`src/rtl/tennis_pkg.sv`:
```
// Shared encodings and defaults for the tennis match controller.
// Sources of the FSM state, court side and step-period constants.
package tennis_pkg;

   typedef enum logic [2:0] {
      IDLE       = 3'd0,
      WAIT_SERVE = 3'd1,
      RALLY      = 3'd2,
      POINT      = 3'd3,
      MATCH_OVER = 3'd4
   } state_t;

   typedef enum logic {
      LEFT  = 1'b0,
      RIGHT = 1'b1
   } side_t;

   localparam int unsigned PERIOD_W       = 22;
   localparam int unsigned DEF_TICK_INIT  = 3531008;
   localparam int unsigned DEF_TICK_STEP  = 8191;
   localparam int unsigned DEF_TICK_MIN   = 500000;
   localparam logic [3:0]  SCORE_MAX      = 4'd15;

   // Scores stick at the top of their 4-bit range instead of wrapping.
   function automatic logic [3:0] sat_inc(input logic [3:0] s);
      return (s == SCORE_MAX) ? s : s + 4'd1;
   endfunction

endpackage

```
`src/rtl/tennis_step_timer.sv`:
```
// Ball step period counter: emits a one-cycle tick every 'period' clocks
// and shortens the period after each point down to a floor.
module tennis_step_timer
   import tennis_pkg::*;
#(
   parameter int unsigned TICK_INIT = DEF_TICK_INIT,
   parameter int unsigned TICK_STEP = DEF_TICK_STEP,
   parameter int unsigned TICK_MIN  = DEF_TICK_MIN
) (
   input  logic                clk,
   input  logic                reset,
   input  logic                run,
   input  logic                clear,
   input  logic                dec,
   output logic                tick,
   output logic [PERIOD_W-1:0] period
);

   localparam logic [PERIOD_W-1:0] INIT_P = PERIOD_W'(TICK_INIT);
   localparam logic [PERIOD_W-1:0] STEP_P = PERIOD_W'(TICK_STEP);
   localparam logic [PERIOD_W-1:0] MIN_P  = PERIOD_W'(TICK_MIN);
   localparam logic [PERIOD_W-1:0] ONE    = PERIOD_W'(1);

   logic [PERIOD_W-1:0] cnt;

   // Wrap on >= so a period shortened mid-count can never strand the counter above it.
   always_ff @(posedge clk) begin
      if (reset) begin
         cnt    <= '0;
         tick   <= 1'b0;
         period <= INIT_P;
      end else begin
         tick <= 1'b0;
         if (clear || !run) begin
            cnt <= '0;
         end else if (cnt >= period - ONE) begin
            cnt  <= '0;
            tick <= 1'b1;
         end else begin
            cnt <= cnt + ONE;
         end

         if (clear) begin
            period <= INIT_P;
         end else if (dec) begin
            period <= (period >= MIN_P + STEP_P) ? period - STEP_P : MIN_P;
         end
      end
   end

endmodule

```
`src/rtl/tennis_match_ctrl.sv`:
```
// Match-level sequencer: serve, rally pacing, scoring, server swap, winner.
// Define TENNIS_DEUCE_EN to require a two-point lead (with 15-15 reload).
module tennis_match_ctrl
   import tennis_pkg::*;
#(
   parameter int unsigned TICK_INIT     = DEF_TICK_INIT,
   parameter int unsigned TICK_STEP     = DEF_TICK_STEP,
   parameter int unsigned TICK_MIN      = DEF_TICK_MIN,
   parameter int unsigned SERVE_TIMEOUT = 2000,
   parameter int unsigned POINT_HOLD    = 4,
   parameter int unsigned WIN_POINTS    = 3
) (
   input  logic       clk,
   input  logic       reset,
   input  logic       start,
   input  logic       btn_left,
   input  logic       btn_right,
   input  logic       miss_left,
   input  logic       miss_right,
   output logic       step_en,
   output logic       serve_go,
   output logic       serve_side,
   output logic [3:0] score_left,
   output logic [3:0] score_right,
   output logic       match_over,
   output logic       winner,
   output logic [2:0] state_o
);

   localparam logic [3:0]  WIN        = 4'(WIN_POINTS);
   localparam logic [15:0] SERVE_LAST = 16'(SERVE_TIMEOUT - 1);
   localparam logic [15:0] HOLD_LAST  = 16'(POINT_HOLD - 1);

   state_t              state;
   side_t               server;
   logic [15:0]         tick_cnt;
   logic                tick;
   logic                run;
   logic                clear;
   logic                any_miss;
   logic                dec;
   logic                serve_req;
   logic                left_wins;
   logic                right_wins;
   logic [3:0]          next_left;
   logic [3:0]          next_right;
   logic [PERIOD_W-1:0] period;

   assign run       = (state == WAIT_SERVE) || (state == RALLY) || (state == POINT);
   assign clear     = start && ((state == IDLE) || (state == MATCH_OVER));
   assign any_miss  = miss_left || miss_right;
   assign dec       = (state == RALLY) && any_miss;
   assign step_en   = tick && (state == RALLY);
   assign state_o   = state;
   assign serve_req = ((server == LEFT) ? btn_left : btn_right) ||
                      (tick && (tick_cnt == SERVE_LAST));

   tennis_step_timer #(
      .TICK_INIT (TICK_INIT),
      .TICK_STEP (TICK_STEP),
      .TICK_MIN  (TICK_MIN)
   ) u_timer (
      .clk    (clk),
      .reset  (reset),
      .run    (run),
      .clear  (clear),
      .dec    (dec),
      .tick   (tick),
      .period (period)
   );

   // A simultaneous double miss is a let: nobody scores.
   always_comb begin
      next_left  = score_left;
      next_right = score_right;
      if (miss_right && !miss_left) next_left  = sat_inc(score_left);
      if (miss_left && !miss_right) next_right = sat_inc(score_right);
`ifdef TENNIS_DEUCE_EN
      if ((next_left == SCORE_MAX) && (next_right == SCORE_MAX)) begin
         next_left  = 4'(WIN_POINTS - 1);
         next_right = 4'(WIN_POINTS - 1);
      end
`endif
   end

`ifdef TENNIS_DEUCE_EN
   assign left_wins  = (score_left >= WIN) &&
                       ({1'b0, score_left} >= {1'b0, score_right} + 5'd2);
   assign right_wins = (score_right >= WIN) &&
                       ({1'b0, score_right} >= {1'b0, score_left} + 5'd2);
`else
   assign left_wins  = (score_left >= WIN);
   assign right_wins = (score_right >= WIN);
`endif

   always_ff @(posedge clk) begin
      if (reset) begin
         state       <= IDLE;
         server      <= LEFT;
         tick_cnt    <= '0;
         serve_go    <= 1'b0;
         serve_side  <= 1'b0;
         score_left  <= '0;
         score_right <= '0;
         match_over  <= 1'b0;
         winner      <= 1'b0;
      end else begin
         serve_go <= 1'b0;
         case (state)
            IDLE, MATCH_OVER: begin
               if (start) begin
                  score_left  <= '0;
                  score_right <= '0;
                  server      <= LEFT;
                  tick_cnt    <= '0;
                  match_over  <= 1'b0;
                  winner      <= 1'b0;
                  state       <= WAIT_SERVE;
               end
            end
            WAIT_SERVE: begin
               if (serve_req) begin
                  serve_go   <= 1'b1;
                  serve_side <= server;
                  tick_cnt   <= '0;
                  state      <= RALLY;
               end else if (tick) begin
                  tick_cnt <= tick_cnt + 16'd1;
               end
            end
            RALLY: begin
               if (any_miss) begin
                  score_left  <= next_left;
                  score_right <= next_right;
                  server      <= (server == LEFT) ? RIGHT : LEFT;
                  tick_cnt    <= '0;
                  state       <= POINT;
               end
            end
            POINT: begin
               if (tick) begin
                  if (tick_cnt == HOLD_LAST) begin
                     tick_cnt <= '0;
                     if (left_wins) begin
                        match_over <= 1'b1;
                        winner     <= LEFT;
                        state      <= MATCH_OVER;
                     end else if (right_wins) begin
                        match_over <= 1'b1;
                        winner     <= RIGHT;
                        state      <= MATCH_OVER;
                     end else begin
                        state <= WAIT_SERVE;
                     end
                  end else begin
                     tick_cnt <= tick_cnt + 16'd1;
                  end
               end
            end
            default: state <= IDLE;
         endcase
      end
   end

endmodule

```
`config.mk`:
```
export PLATFORM = sky130hd
export DESIGN_NAME = tennis_match_ctrl
export DESIGN_NICKNAME = d
export VERILOG_FILES = /design/src/rtl/tennis_pkg.sv /design/src/rtl/tennis_step_timer.sv /design/src/rtl/tennis_match_ctrl.sv
export SDC_FILE = /design/constraint.sdc
export NUM_CORES = 1
export LEC_CHECK = 0
export ABC_AREA = 1
export CORE_ASPECT_RATIO = 0.7
export CORE_UTILIZATION = 35
export DETAILED_ROUTE_END_ITERATION = 7
export PLACE_DENSITY_LB_ADDON = 0.1
export SLEW_MARGIN = 15
export SYNTH_ARGS = -nofsm -noshare
export SYNTH_HDL_FRONTEND = slang
export SYNTH_SLANG_ARGS = --single-unit
```
`constraint.sdc`:
```
create_clock -name clk -period 3.2 [get_ports clk]
set_clock_uncertainty 0.2 [all_clocks]
set_input_delay 0.96 -clock clk [delete_from_list [all_inputs] [get_ports clk]]
set_output_delay 0.96 -clock clk [all_outputs]
set_load 0.03 [all_outputs]
```
==> impl_metrics.tcl <==
set metrics [dict create \
    status "complete, no violations" \
    fin_crit_sh_pct 94.62 \
    design_area_um2 5912 \
    dp_hpwl_um 10320 \
    met2_length_um 4956 \
    dpl_cell_area_um2 5600 \
    cp.arrival_ns 1.87 \
    clkSlewWorstSetupHoldPaths_ns 0.06 \
    max-clock-path-buffers 2 \
    cts_tree "built" \
    first_pass_iters 5 \
    start_util_pct 36.50 \
    netlist_top_cells_area "dfxtp_1, nand2_1, nor2_1" \
    setup_viol 0 \
    final_nets 843 \
    ys_warn_count 0 \
    r2r_setup_slack_ns 0.28 \
    synth_nets 816 \
    ctsHoldBuffers 0 \
    dieArea_um2 15250 \
    r2r-start "u_timer.period[13]" \
    gp_congestion 0.9260 \
    max_cap_violations 0 \
    n_fill_cell 1531 \
    p_leak_nw 2.468 \
    slew_violations 0 \
    htreeDepth 3 \
    viasPerCell 4.829 \
    syn_to_final_growth_pct 14.52 \
    cts_sinks 77 \
    cp-end-kind "output port" \
    clockRootBuffer "clkbuf_16" \
    num_rows 36 \
    path_class "register to output port" \
    syn_area_per_cell_um2 6.610 \
    fmax_mhz 330.3 \
    wl_per_cell_um 13.26 \
    wl_met3_um 701 \
    cp_max_fo 7 \
    worstHoldStart "serve_side" \
    syn-instance-count 781 \
    synth_edf_count 0 \
    io_buffers 22 \
    ys_seq_area_share_pct 29.86 \
    hold_ws_ns 0.2589 \
    worstPathRequired_ns 2.04 \
    synthesis.area_um2 5162 \
    overflow 0 \
    ys_ff_latch 77 \
    drc 0 \
    min_period_ns 3.028 \
    synth.distinct_cells 36 \
    vdd_drop_max_mv 0.2879 \
    vias 4843 \
    antenna_cells 0 \
    io-pin-count 23 \
    grt_pass1_wl_um 22610 \
    netlist.area_leader.share_pct 29.86 \
    powerDensity_nw_per_um2 522.6 \
    wl_met1_um 7474 \
    async_reset_ff_share_pct 0 \
    die_h_um 103.6 \
    slew_headroom_pct 71.83 \
    first_global_vias 4536 \
    timing.critical_path.from "state_o[2]" \
    first_iter_violations 465 \
    yosysTopAreaCell "dfxtp_1" \
    drive_above_1_share_pct 8.241 \
    groute.usage.overall_pct 18.33 \
    synthFlopType "dfxtp_1" \
    ant_nets 0 \
    cts_made_buffers 9 \
    core_area_um2 14140 \
    highest_layer "met4" \
    die_w_um 147.2 \
    grt_max_degree 23 \
    hold_class "register to register" \
    synthTopCellsByCount "nand2_1, nor2_1, inv_1, dfxtp_1, nand3_1" \
    finish.utilization_pct 41.80 \
    wl_um 13300 \
    finalHoldViolCount 0 \
    worst_slew_pin_slew_ns 0.4193 \
    clk_latency_ns 0.34 \
    cp-start-kind "register" \
    synth_most_common_cell "nand2_1" \
    antenna_found_initial 0 \
]
==> cells in the final DEF (no fill, tap or decap), drive strengths merged, types with 7 or more instances in the layout <==
cell type | netlist | layout
a21oi | 38 | 38
buf | 8 | 7
clkbuf | 5 | 11
clkdlybuf4s50 | 0 | 22
dfxtp | 77 | 77
ha | 28 | 28
inv | 105 | 105
nand2 | 176 | 176
nand3 | 67 | 67
nand4 | 26 | 26
nor2 | 140 | 140
nor3 | 22 | 22
o21ai | 23 | 23
xnor2 | 8 | 8
xor2 | 42 | 42
==> registers in the layout, indices dropped and copies added (netlist names) <==
signal          cells
winner              1
server              1
u_timer.period     22
score_right         4
state_o             3
u_timer.tick        1
serve_side          1
serve_go            1
u_timer.cnt        22
tick_cnt           16
match_over          1
score_left          4
==> final cells by class <==
type,count,area (um^2),share of cell area [%]
multi-input cells,585,3171,53.63
flip-flops and latches,77,1541,26.07
inverters,106,397.9,6.730
repair buffers,29,285.3,4.825
clock buffers,11,242.7,4.106
well taps,190,237.7,4.021
clock inverters,5,36.28,0.6138
==> kinds of logic (layout without fill, tap and decap cells) <==
| family | count (synthesis) | count (layout) | share of synthesized area [%] |
|---|---|---|---|
| AOI/OAI and AO/OA | 66 | 66 | 6.641 |
| DFF | 77 | 77 | 29.86 |
| buffers and inverters | 119 | 151 | 9.355 |
| xor gates and xnor gates | 50 | 50 | 8.483 |
| and+or+nand+nor | 441 | 441 | 38.88 |
| adders and majority gates | 28 | 28 | 6.786 |
==> metrics by stage <==
step                worst slack [ns]  power (mW)  setup TNS (ns)  std cells
global route                -0.01179       3.291        -0.01437       1003
CTS                          0.09403       3.114               0       1003
floorplan                     0.3788       1.854               0        781
detailed placement            0.1122       2.132               0        987
finish                        0.1723       3.090               0       1003
global placement              0.1744       2.120               0        987
==> what timing repair did <==
action                                  in CTS  in global routing
hold endpoints to repair                     0                  0
gates resized for setup                      0                  7
endpoints found under the setup margin       0                 22
buffers inserted                             0                  0
==> critical path: stages, from the launching register on <==
cell             delay (ns)
dfxtp_1                0.40
nor2_2                 0.21
nand2_4                0.12
nor2_1                 0.12
clkdlybuf4s50_1        0.69
==> routing by layer <==
| metal | GRT usage (%) | up-vias |
|---|---|---|
| met1 | 29.06 | 2157 |
| met3 | 4.273 | 18 |
| met2 | 23.99 | 116 |
| li1 | - | 2552 |
| met4 | 4.271 | 0 |
| met5 | 0 | - |
==> power by group <==
group	switching (mW)	total (mW)	internal (mW)
Clock	0.432	0.979	0.547
Sequential	0.0848	1.11	1.02
Combinational	0.679	1.00	0.325
==> path summary, 6_finish.rpt <==
check | cells past startpoint | end
worst max-delay path | 4 | step_en
worst min-delay path | 2 | serve_side
worst max register to register | 14 | u_timer.cnt[0]
worst min register to register | 2 | serve_side
Note: power is estimated with default switching activity, not from simulation.
